File: src/rtl/multi_channel_scoreboard.sv
// Purpose : magic-packet scoreboard for NUM_CH independent FIFO-like channels;
//           captures one tagged packet per channel and checks it when popped.
// Latency : check result (data_out_vld/match) appears 1 cycle after the magic pop.
// Backpressure: none; passive observer, never stalls the monitored DUT.
//
// Ports:
//   clk, rst           clock, synchronous active-high reset
//   start[i]           arm request, qualifies a capture together with push[i]
//   push[i], pop[i]    DUT push/pop strobes per channel
//   flat_data_in       DUT push data, channel i at [i*WIDTH +: WIDTH]
//   flat_data_out      DUT head data (show-ahead), same packing
//   data_out_vld[i]    1-cycle pulse: magic packet of channel i was checked
//   match[i]           check result, valid with data_out_vld[i]
//   busy[i]            channel i is tracking a captured packet
//   mismatch_err[i]    sticky failed check
//   proto_err[i]       sticky overflow/underflow of the DUT occupancy
//   prop_signal        registered, high while no mismatch_err bit is set
module multi_channel_scoreboard #(
  parameter int NUM_CH = 4,
  parameter int DEPTH  = 8,
  parameter int WIDTH  = 8,
  parameter int REARM  = 0
) (
  input  logic                    clk,
  input  logic                    rst,
  input  logic [NUM_CH-1:0]       start,
  input  logic [NUM_CH-1:0]       push,
  input  logic [NUM_CH-1:0]       pop,
  input  logic [NUM_CH*WIDTH-1:0] flat_data_in,
  input  logic [NUM_CH*WIDTH-1:0] flat_data_out,
  output logic [NUM_CH-1:0]       data_out_vld,
  output logic [NUM_CH-1:0]       match,
  output logic [NUM_CH-1:0]       busy,
  output logic [NUM_CH-1:0]       mismatch_err,
  output logic [NUM_CH-1:0]       proto_err,
  output logic                    prop_signal
);

  localparam int CNTWID = $clog2(DEPTH + 1);

  typedef enum logic [1:0] {
    S_IDLE  = 2'd0,
    S_TRACK = 2'd1,
    S_DONE  = 2'd2
  } state_t;

  logic [NUM_CH-1:0] w_mm_next;
  logic              r_prop;

  for (genvar g = 0; g < NUM_CH; g++) begin : g_ch
    state_t            r_state;
    state_t            w_state_next;
    logic [CNTWID-1:0] r_occ;
    logic [CNTWID-1:0] w_occ_next;
    logic [CNTWID-1:0] r_pos;
    logic [CNTWID-1:0] w_pos_next;
    logic [WIDTH-1:0]  r_cap;
    logic [WIDTH-1:0]  w_cap_next;
    logic [WIDTH-1:0]  w_din;
    logic [WIDTH-1:0]  w_dout;
    logic              w_full;
    logic              w_empty;
    logic              w_err;
    logic              w_push_ok;
    logic              w_pop_ok;
    logic              w_arm;
    logic              w_magic;
    logic              w_eq;
    logic              w_busy;
    logic              r_vld;
    logic              r_match;
    logic              r_mm;
    logic              r_perr;

    assign w_din   = flat_data_in[g*WIDTH +: WIDTH];
    assign w_dout  = flat_data_out[g*WIDTH +: WIDTH];
    assign w_full  = (r_occ == CNTWID'(DEPTH));
    assign w_empty = (r_occ == '0);

    // Any protocol violation freezes the whole channel for that cycle: occupancy
    // is held and neither the push nor the pop is treated as having happened.
    assign w_err     = (push[g] & w_full & ~pop[g]) | (pop[g] & w_empty);
    assign w_push_ok = push[g] & ~w_err;
    assign w_pop_ok  = pop[g] & ~w_err;
    assign w_occ_next = r_occ + CNTWID'(w_push_ok) - CNTWID'(w_pop_ok);

    assign w_arm   = start[g] & w_push_ok;
    assign w_magic = (r_state == S_TRACK) & w_pop_ok & (r_pos == CNTWID'(1));
    assign w_eq    = (w_dout == r_cap);

    // State register
    always_ff @(posedge clk) begin
      if (rst) begin
        r_state <= S_IDLE;
        r_pos   <= '0;
        r_cap   <= '0;
      end else begin
        r_state <= w_state_next;
        r_pos   <= w_pos_next;
        r_cap   <= w_cap_next;
      end
    end

    // Next-state logic. pos counts the pops still needed to reach the packet,
    // including the magic pop itself; a same-cycle pop is already ahead of it.
    always_comb begin
      w_state_next = r_state;
      w_pos_next   = r_pos;
      w_cap_next   = r_cap;
      case (r_state)
        S_IDLE: begin
          if (w_arm) begin
            w_state_next = S_TRACK;
            w_pos_next   = r_occ + CNTWID'(1) - CNTWID'(w_pop_ok);
            w_cap_next   = w_din;
          end
        end
        S_TRACK: begin
          if (w_magic) begin
            if ((REARM != 0) && w_arm) begin
              // Back-to-back capture: the magic pop leaves r_occ-1 entries
              // ahead of the new packet, plus the packet itself.
              w_state_next = S_TRACK;
              w_pos_next   = r_occ;
              w_cap_next   = w_din;
            end else begin
              w_state_next = (REARM != 0) ? S_IDLE : S_DONE;
            end
          end else if (w_pop_ok) begin
            w_pos_next = r_pos - CNTWID'(1);
          end
        end
        default: ;
      endcase
    end

    // Output logic
    always_comb begin
      w_busy = (r_state == S_TRACK);
    end

    assign w_mm_next[g] = r_mm | (w_magic & ~w_eq);

    always_ff @(posedge clk) begin
      if (rst) begin
        r_occ   <= '0;
        r_vld   <= 1'b0;
        r_match <= 1'b0;
        r_mm    <= 1'b0;
        r_perr  <= 1'b0;
      end else begin
        r_occ   <= w_occ_next;
        r_vld   <= w_magic;
        r_match <= w_magic & w_eq;
        r_mm    <= w_mm_next[g];
        r_perr  <= r_perr | w_err;
      end
    end

    assign data_out_vld[g] = r_vld;
    assign match[g]        = r_match;
    assign busy[g]         = w_busy;
    assign mismatch_err[g] = r_mm;
    assign proto_err[g]    = r_perr;
  end

  // Computed from the next mismatch state so it drops together with mismatch_err.
  always_ff @(posedge clk) begin
    if (rst) r_prop <= 1'b1;
    else     r_prop <= ~|w_mm_next;
  end

  assign prop_signal = r_prop;

endmodule

File: config.mk
export PLATFORM = sky130hd
export DESIGN_NAME = multi_channel_scoreboard
export DESIGN_NICKNAME = d
export VERILOG_FILES = /design/src/rtl/multi_channel_scoreboard.sv
export SDC_FILE = /design/constraint.sdc
export NUM_CORES = 1
export LEC_CHECK = 0
export CORE_ASPECT_RATIO = 1.25
export CORE_MARGIN = 3
export CORE_UTILIZATION = 56
export DETAILED_ROUTE_END_ITERATION = 8
export GPL_TIMING_DRIVEN = 0
export PLACE_DENSITY = 0.86
export SLEW_MARGIN = 10
export SYNTH_ARGS = -nofsm -noshare
export SYNTH_HDL_FRONTEND = slang
export SYNTH_SLANG_ARGS = --single-unit
File: constraint.sdc
create_clock -name clk -period 4.25 [get_ports clk]
set_clock_uncertainty 0.1 [all_clocks]
set_input_delay 0.85 -clock clk [delete_from_list [all_inputs] [get_ports clk]]
set_output_delay 0.85 -clock clk [all_outputs]
set_load 0.005 [all_outputs]
==> impl_table.tex <==
\begin{tabular}{lr}
\hline
Metric & Value \\
\hline
\multicolumn{2}{l}{\textbf{Outcome}} \\
Status & complete, no violations \\
\multicolumn{2}{l}{\textbf{Final layout}} \\
Area added between synthesis and finish & 26.7\% \\
Nets & 776 \\
Multi-input combinational cell area & 0.00280 mm² \\
Diodes inserted & 0 \\
Final Instance Area & 0.00629 mm² \\
\# fillers & 605 \\
Total area of sequential cells & 0.00178 mm² \\
Share of final-layout standard cells stronger than drive strength 1 & a little under a tenth \\
\multicolumn{2}{l}{\textbf{GRT}} \\
Antenna violations before repair & 0 \\
Overall global routing resource usage & 24.3\% \\
Residual overflow from global routing & 0 \\
Maximum number of pins on one net before global-route repair & 16 \\
First-pass GRT wire length & 19,900 µm \\
Via count of the first global-routing pass & 4,304 \\
\multicolumn{2}{l}{\textbf{Clock network}} \\
Number of cells upsized or downsized after cts & 0 \\
CTS tree & done \\
Bufs on Longest Clock Path & 2 \\
Num Clock Sinks & 89 \\
Number of buffers inserted to repair setup after CTS & 0 \\
Source-to-sink clock delay at the later pin of the worst-skew pair & 0.36 ns \\
Post-CTS Hold Buffers & 0 \\
Clock transition at the registers of the reported paths & about 0.09 ns \\
Library cell used as clock root buffer & clkbuf\_8 \\
Number of levels the H-tree was split into & 3 \\
Number of buffers added by the clock tree synthesis step & 9 \\
\multicolumn{2}{l}{\textbf{Synthesis}} \\
Cell area after synthesis & 0.00496 mm² \\
Count of synthesis-stage warnings from yosys & 0 \\
Register bit total from synthesis & 89 \\
Portion of synthesized cell area occupied by the leading cell type & 35.9\% \\
Number of distinct library cells after synthesis & between 60 and 70 \\
Ranking of synthesized cells by area & dfxtp\_1 36\%, ha\_1 10\%, mux2i\_1 7.5\% \\
Async set-or-reset flop fraction in the synthesized netlist & 0\% \\
Number of flops mapped to enable cells by yosys & 0 \\
Part of the Yosys area used for sequential elements & 35.9\% \\
Post-Syn Instances & 547 \\
Library cell occupying the most area in the post-synthesis netlist & dfxtp\_1 \\
Commonest cells in the netlist & 89 x dfxtp\_1, 79 x nor2\_1, 40 x ha\_1, 39 x inv\_1, 38 x xor2\_1 \\
Commonest register cell after synthesis & dfxtp\_1 \\
Most common cell in the netlist & dfxtp\_1 \\
Synthesized netlist net count & 669 \\
Synth Area per Inst & approximately 9.1 µm² \\
\multicolumn{2}{l}{\textbf{Pwr}} \\
Total power per unit cell area & 507 mW/mm² \\
Total design power & 0.00319 W \\
Static Leakage & 2.69 nW \\
Largest vdd supply drop & roughly 0.34 mV \\
\multicolumn{2}{l}{\textbf{Worst hold path}} \\
Min-delay worst type & reg2reg \\
\multicolumn{2}{l}{\textbf{Worst setup path}} \\
Biggest cell delay along the critical path & 0.49 ns \\
Number of buffers and inverters on the critical path & 3 \\
Ordered cell list for the critical path & nor2b\_1 -> clkbuf\_1 -> buf\_4 -> clkdlybuf4s50\_1 \\
Worst setup path category & reg2out \\
Crit start category & flip-flop \\
Req. time, crit path & between 3 and 4 ns \\
Arr. time, crit path & 1.91 ns \\
CP max FO & 7 \\
Slowest cell on the critical path & clkdlybuf4s50\_1 \\
Delay-heaviest family, CP & buffers and inverters \\
Sort of element at the end of the critical path & output port \\
\multicolumn{2}{l}{\textbf{Route}} \\
Total number of vias & 4,155 \\
Via-to-Cell Ratio & 5.35 \\
Aggregate routed wire length & roughly 12,000 µm \\
Wire length per cell & 15.1 µm \\
Residual antenna-violating net count after detailed routing & 0 \\
First-pass iteration count of the detailed router & 4 \\
Drt first-iter violations & $\sim$150 \\
Remaining DRCs & 0 \\
\multicolumn{2}{l}{\textbf{Place}} \\
Placed wire-length estimate & slightly below 9000 µm \\
Routability Congestion & 0.875 \\
Placed instance area & 0.00607 mm² \\
PortBufs & 96 \\
\multicolumn{2}{l}{\textbf{Timing}} \\
Final setup viols & 0 \\
Maximum clock frequency & $\sim$0.35 GHz \\
Max-slew violation count & 0 \\
RSZ-0062 raised after global routing & false \\
Final clock period utilization by the worst path & 67.2\% \\
Hold slack final & 0.378 ns \\
Normalized max-slew margin & around 60\% \\
Final hold viol count & 0 \\
Total Negative Setup Slacks & 0 ns \\
Crit path time final & 2.86 ns \\
Measured slew at the worst slew-check pin & 0.605 ns \\
\multicolumn{2}{l}{\textbf{Floorplanning}} \\
Die Wd & 90.2 µm \\
IO Count & 99 \\
Height of the die & 111 µm \\
Area of the die & 0.0100 mm² \\
Initial core utilization & 58.9\% \\
Number of rows created at floorplan & 37 \\
Total core area & about 0.0084 mm² \\
\multicolumn{2}{l}{\textbf{Flow run}} \\
Max-cap viol count & 0 \\
\hline
\end{tabular}
metal layers:
metal / routed length, µm / share of wire (%) / vias to the layer above / global-route usage, %
li1: - / - / 2051 / -
met1: 4610 / 39 / 1974 / 26.9
met2: 6290 / 54 / 110 / 45.5
met3: 615 / 5.2 / 20 / 5.09
met4: 221 / 1.9 / 0 / 8.07
met5: 0 / 0 / - / 0
tightest hold or removal path: cells and delay by family, from the launching register on:
kind | cells | cell delay, ns
and+or+nand+nor | 1 | 0.07
DFF | 1 | 0.34
AOI/OAI and AO/OA | 1 | 0.04
per-stage QoR:
step / setup slack, ns / util, % / cells
after global placement: 1.20 / 72.0 / 760
after detailed placement: 1.13 / 72.0 / 760
after global routing: 1.27 / 74.6 / 776
final: 1.39 / 74.6 / 776
after floorplan: 1.90 / - / 547
after CTS: 1.40 / 74.6 / 776
final cells by class:
class | count | share of cell area [%]
multi-input combinational | 382 | 44.5
tap | 117 | 2.33
clock inverter | 7 | 1.47
timing repair buffer | 96 | 15.3
clock buffer | 9 | 1.97
buffer | 37 | 3.74
inverter | 39 | 2.33
sequential | 89 | 28.3
cell usage in the layout (no fill, tap or decap), types with 10 or more instances in the layout:
master / instances
clkdlybuf4s50_1: 96
ha_1: 40
inv_1: 39
mux2i_1: 37
buf_4: 22
xor2_1: 38
nor4_1: 10
a21oi_1: 26
nor2_1: 79
o21ai_0: 14
nand2_1: 26
nor2b_1: 11
dfxtp_1: 89
power by group:
group          switching (W)  internal, W  total, W
sequential          0.000152     0.000991   0.00114
clock               0.000312     0.000332  0.000644
combinational       0.000707     0.000695   0.00140
total                0.00117      0.00202   0.00319
registers in the layout, summed over array words and instances, names as in the netlist:
signal / flops
g_ch.r_cap: 32
g_ch.r_occ: 16
g_ch.r_pos: 16
g_ch.r_state: 8
g_ch.r_match: 4
g_ch.r_mm: 4
g_ch.r_perr: 4
g_ch.r_vld: 4
prop_signal: 1
path summary, 6_finish.rpt:
check / from / endpoint / slack, ns / cells after the start
worst max-delay path: g_ch[3].r_state[0]$_SDFFE_PP0P_ / busy[3] / 1.39 / 4
worst min-delay path: g_ch[2].r_perr$_SDFF_PP0_ / g_ch[2].r_perr$_SDFF_PP0_ / 0.38 / 2
worst max register to register: g_ch[2].r_occ[2]$_SDFF_PP0_ / g_ch[2].r_pos[3]$_SDFFE_PP0P_ / 1.74 / 12
worst min register to register: g_ch[2].r_perr$_SDFF_PP0_ / g_ch[2].r_perr$_SDFF_PP0_ / 0.38 / 2
cell families after synthesis:
family | count (synthesis) | synth area share, %
compound gates | 83 | 12.1
xor+xnor | 46 | 8.12
fa+ha+maj | 44 | 11.7
buf+inv | 76 | 7.69
flops | 89 | 35.9
mux | 39 | 7.99
simple gates | 170 | 16.5
Note: power is estimated with default switching activity, not from simulation.
